**src/rtl/counter_monitor_pkg.sv**
```systemverilog
// Shared types and constants for the counter_monitor block.
// The FSM state encoding here is also what the debug port `state` reports.
package counter_monitor_pkg;

    typedef enum logic [1:0] {
        IDLE  = 2'd0,
        TRACK = 2'd1,
        ERROR = 2'd2
    } state_e;

    localparam int WRAP_CNT_W = 8;

endpackage

```
**src/rtl/counter_monitor_sat_counter.sv**
```systemverilog
// Saturating up-counter: counts `inc` pulses and holds at all-ones.
// `clr` zeroes it and wins over a simultaneous `inc`.
module sat_counter #(
    parameter int W = 8
) (
    input  logic         clk,
    input  logic         rstn,
    input  logic         inc,
    input  logic         clr,
    output logic [W-1:0] cnt
);

    logic [W-1:0] cnt_q;

    always_ff @(posedge clk or negedge rstn) begin
        if (!rstn) begin
            cnt_q <= '0;
        end else if (clr) begin
            cnt_q <= '0;
        end else if (inc && (cnt_q != '1)) begin
            cnt_q <= cnt_q + W'(1);
        end
    end

    assign cnt = cnt_q;

endmodule

```
**src/rtl/counter_monitor.sv**
```systemverilog
// Watches a free-running counter for a constant-step sequence, flags violations
// (sticky err) and counts legal wraps to zero. Define COUNTER_MONITOR_ASSERT_EN for embedded assertions.
module counter_monitor
    import counter_monitor_pkg::*;
#(
    parameter int WIDTH = 4,
    parameter int STEP  = 1
) (
    input  logic                  clk,
    input  logic                  rstn,
    input  logic                  in_valid,
    input  logic [WIDTH-1:0]      in_value,
    output logic                  in_ready,
    input  logic                  clear,
    output logic                  wrap_pulse,
    output logic                  err,
    output logic [WRAP_CNT_W-1:0] wrap_count,
    output logic [1:0]            state
);

    localparam logic [WIDTH-1:0] STEP_W = WIDTH'(STEP);

    state_e           state_q;
    logic [WIDTH-1:0] prev_q;
    logic             err_q;
    logic             wrap_pulse_q;

    logic [WIDTH-1:0] expected_d;
    logic             accept;
    logic             legal_d;
    logic             wrap_event;

    // Handshake: a sample transfers on the rising edge where in_valid && in_ready.
    // in_ready drops while in ERROR and whenever clear is asserted.
    assign in_ready   = !clear && (state_q != ERROR);
    assign accept     = in_valid && in_ready;
    assign expected_d = prev_q + STEP_W;
    assign legal_d    = (in_value == expected_d);
    assign wrap_event = accept && (state_q == TRACK) && legal_d
                        && (in_value == '0) && (prev_q != '0);

    always_ff @(posedge clk or negedge rstn) begin
        if (!rstn) begin
            state_q      <= IDLE;
            prev_q       <= '0;
            err_q        <= 1'b0;
            wrap_pulse_q <= 1'b0;
        end else if (clear) begin
            state_q      <= IDLE;
            prev_q       <= '0;
            err_q        <= 1'b0;
            wrap_pulse_q <= 1'b0;
        end else begin
            wrap_pulse_q <= wrap_event;
            if (accept) begin
                case (state_q)
                    IDLE: begin
                        prev_q  <= in_value;
                        state_q <= TRACK;
                    end
                    TRACK: begin
                        if (legal_d) begin
                            prev_q <= in_value;
                        end else begin
                            state_q <= ERROR;
                            err_q   <= 1'b1;
                        end
                    end
                    default: state_q <= state_q;
                endcase
            end
        end
    end

    sat_counter #(
        .W(WRAP_CNT_W)
    ) u_wrap_cnt (
        .clk (clk),
        .rstn(rstn),
        .inc (wrap_event),
        .clr (clear),
        .cnt (wrap_count)
    );

    assign state      = state_q;
    assign err        = err_q;
    assign wrap_pulse = wrap_pulse_q;

`ifdef COUNTER_MONITOR_ASSERT_EN
    a_no_state3: assert property (@(posedge clk) disable iff (!rstn)
        state_q != 2'd3);
    a_err_sticky: assert property (@(posedge clk) disable iff (!rstn)
        (err_q && !clear) |=> err_q);
    a_wrap_in_track: assert property (@(posedge clk) disable iff (!rstn)
        wrap_pulse_q |-> (state_q == TRACK));
    a_wrap_cnt_mono: assert property (@(posedge clk) disable iff (!rstn)
        !clear |=> (wrap_count >= $past(wrap_count)));
`else
`endif

endmodule

```
**config.mk**
```make
export PLATFORM = sky130hd
export DESIGN_NAME = counter_monitor
export DESIGN_NICKNAME = d
export VERILOG_FILES = /design/src/rtl/counter_monitor_pkg.sv /design/src/rtl/counter_monitor_sat_counter.sv /design/src/rtl/counter_monitor.sv
export SDC_FILE = /design/constraint.sdc
export NUM_CORES = 1
export LEC_CHECK = 0
export CAP_MARGIN = 10
export CELL_PAD_IN_SITES_DETAIL_PLACEMENT = 0
export CELL_PAD_IN_SITES_GLOBAL_PLACEMENT = 1
export CORE_ASPECT_RATIO = 1.4
export CORE_MARGIN = 4
export CORE_UTILIZATION = 37
export CTS_CLUSTER_DIAMETER = 60
export DETAILED_ROUTE_END_ITERATION = 8
export GPL_TIMING_DRIVEN = 0
export PLACE_DENSITY_LB_ADDON = 0.1
export SYNTH_ARGS = -nofsm -noshare
export SYNTH_HDL_FRONTEND = slang
export SYNTH_SLANG_ARGS = --single-unit
```
**constraint.sdc**
```tcl
create_clock -name clk -period 2.84 [get_ports clk]
set_input_delay 0.852 -clock clk [delete_from_list [all_inputs] [get_ports clk]]
set_output_delay 0.852 -clock clk [all_outputs]
set_load 0.1 [all_outputs]
```
==> flow_summary_export.csv <==
group,metric,value,unit
run_status,status,"completed",
synthesis,synth_cell_types,31,
critical_path,worst_ep_required_time,1.99,ns
global_route,grt_pass1_wl,3370,µm
sta,hold_viol_final,0,
detailed_routing,drtIter0Drc,4,
floorplan,die_x,50.0,µm
detailed_routing,drtAntennaViolNets,0,
sta,clock_skew,0.00489,ns
clock_tree,clk_pin_slew_worst_paths,0.10,ns
synthesis,yosysWarnings,0,
floorplan,dieArea,3330,µm²
synthesis,synth_seq_cells,16,
critical_path,setup.worst_path.class,"input port to output pin",
min_path,hold_class,"register to register",
pwr,p_comb_frac,0.221,
critical_path,cp-startpoint,"clear",
clock_tree,clk_latency,0.29,ns
critical_path,critPathCaptureType,"output pin",
critical_path,crit_arrival,1.94,ns
synthesis,postSynthCellCount,90,
detailed_routing,wire_per_inst,13.9,µm
placement,gp_congestion,0.714,
pwr,switching_share,0.321,
pwr,power_density,408,nW/µm²
pwr,power.leakage,0.000560,µW
detailed_routing,num_vias,727,
clock_tree,cts_max_path_buffers,2,
placement,dpl.hpwl,1450,µm
pwr,p_int,329,µW
sta,setup_viol,0,
layout,final_cell_mix,"nor2_1 (15), dfrtp_1 (15), clkdlybuf4s50_1 (15), xnor2_1 (7)",
sta,slew_viol_final,0,
detailed_routing,wl,1900,µm
clock_tree,root_buffer,"clkbuf_4",
detailed_routing,via_per_inst,5.35,
floorplan,die_h,66.7,µm
synthesis,synth_top_area_cell,"dfrtp_1",
sta,slew_headroom,0.354,
layout,final_cells,136,
pwr,p_total,484,µW
pwr,seq_power_share,0.505,
floorplan,io_pins,21,
synthesis,syn_area_per_cell,10.1,µm²
critical_path,critPathLaunchType,"input port",
pwr,power.switching,155,µW
synthesis,seq_area_frac_synth,0.439,
sta,rsz0062_at_grt,"false",
layout,nets,125,
sta,fmax,358,MHz
pwr,peakVddDrop,0.237,mV
global_route,grt_overflow_total,0,
critical_path,rr_worst_depth,8,
sta,max_slew.worst_pin.slew,0.967,ns
placement,port_buffers,19,
floorplan,coreArea,2360,µm²
clock_tree,hold_buffers,0,
sta,finalCritPeriodShare,0.983,
global_route,grt_use_total,0.135,
layout,antenna_cells,0,
sta,finalSetupTns,0,ns
placement,placed_cells,132,
critical_path,crit_end,"in_ready",
detailed_routing,firstDrtPassIters,2,
synthesis,synth_nets,101,
synthesis,yosys-top-cells-area,"dfrtp_1 (44%), xnor2_1 (6.7%), nor2_1 (6.2%), mux2i_1 (5.5%), ha_1 (4.1%)",
synthesis,syn_area,912,µm²
clock_tree,cts_buffers,3,
global_route,antenna_found_initial,0,
floorplan,initial_core_util,0.386,
critical_path,r2r_start,"prev_q[0]",
run,drv_cap,0,
clock_tree,cts_htree_levels,1,
global_route,grt_pass1_vias,759,
clock_tree,cts_sinks,16,
layout,area_growth,30.0,%
floorplan,rows,21,
critical_path,crit_path_max_fanout,10,
sta,period_needed,2.79,ns
clock_tree,tritoncts,"done",
layout,drive_above_1_share,0.133,
pwr,clkPwrFrac,0.274,
global_route,grt_max_degree,17,
critical_path,r2r_end,"u_wrap_cnt.cnt[6]",
critical_path,r2r_slack,0.45,ns
detailed_routing,drc,0,
synthesis,synth.top_cell.area_share,0.439,
-- how the worst min path moves through the flow --
| stage | start | endpoint | slack [ns] | cells past startpoint |
|---|---|---|---|---|
| finish | err | err | 0.55 | 2 |
| global route | err | err | 0.59 | 2 |
| CTS | err | err | 0.55 | 2 |
| detailed placement | err | err | 0.53 | 2 |
| global placement | err | err | 0.50 | 2 |
| floorplan | prev_q[3] | prev_q[3] | 0.53 | 2 |
-- power groups by stage --
stage          logic (µW)  clock network (µW)  registers (µW)
4_1_cts               109                 137             245
6_report              107                 132             245
3_5_place_dp          110                   0             249
3_3_place_gp          109                   0             249
5_1_grt               118                 149             246
2_1_floorplan        54.7                   0             271
-- layout make-up --
| type | instances | area, µm² |
|---|---|---|
| buffer | 3 | 26.3 |
| timing repair buffer | 20 | 205 |
| inverter | 5 | 18.8 |
| clock buffer | 4 | 26.3 |
| sequential | 16 | 402 |
| tap | 23 | 28.8 |
| fill | 237 | 1180 |
| multi-input combinational | 65 | 479 |
-- routing by layer --
| layer | GRT usage | up-vias | wire length (µm) |
|---|---|---|---|
| met5 | 0 | - | 0 |
| met2 | 0.255 | 14 | 1020 |
| met3 | 0.0246 | 5 | 72 |
| met1 | 0.138 | 352 | 756 |
| met4 | 0.0727 | 0 | 42 |
| li1 | - | 356 | - |
-- through the flow --
| stage | area (µm²) | utilization | hold slack (ns) | worst slack, ns |
|---|---|---|---|---|
| floorplan | 925 | - | 0.533 | 0.0382 |
| global placement | 1140 | 0.484 | 0.502 | -0.407 |
| detailed placement | 1140 | 0.484 | 0.527 | -0.416 |
| CTS | 1180 | 0.497 | 0.553 | 0.0201 |
| global route | 1190 | 0.502 | 0.592 | 0.0112 |
| finish | 1190 | 0.502 | 0.553 | 0.0469 |
-- critical path: stages --
cell and delay [ns]:
buf_6 0.12, a21oi_4 0.12, clkdlybuf4s15_1 0.84
-- flip-flops by register name (all words and copies together), names as in the netlist --
| name | flops |
|---|---|
| u_wrap_cnt.cnt | 8 |
| err | 1 |
| wrap_pulse | 1 |
| state | 2 |
| prev_q | 4 |
-- synthesized netlist by cell type --
cell	count
dfrtp_1	16
nor2_1	15
xnor2_1	7
inv_1	5
mux2i_1	5
nand3_1	5
a21oi_1	3
ha_1	3
mux2_1	3
buf_6	2
clkbuf_1	2
nand2_1	2
nand4_1	2
nor2b_1	2
xor2_1	2
a21o_2	1
a31oi_1	1
a41oi_1	1
and2_2	1
and2b_2	1
and3_2	1
and4_1	1
nand2b_1	1
nand3b_1	1
nor3_1	1
nor3_4	1
nor4_1	1
nor4b_1	1
o41ai_1	1
or4_1	1
or4_4	1
-- cell families after synthesis --
family	after synthesis	synth area share
buf+inv	9	0.0535
flops	16	0.439
compound gates	7	0.0521
xor+xnor	9	0.0864
simple gates	38	0.236
mux	8	0.0919
fa+ha+maj	3	0.0412
-- timing repair --
action / CTS / global route
setup endpoints to repair: 4 / 14
pin swaps: 1 / 4
setup buffers: 1 / 0
gates cloned: 0 / 0
gates resized for setup: 1 / 5
Power figures use the tool's default switching activity.
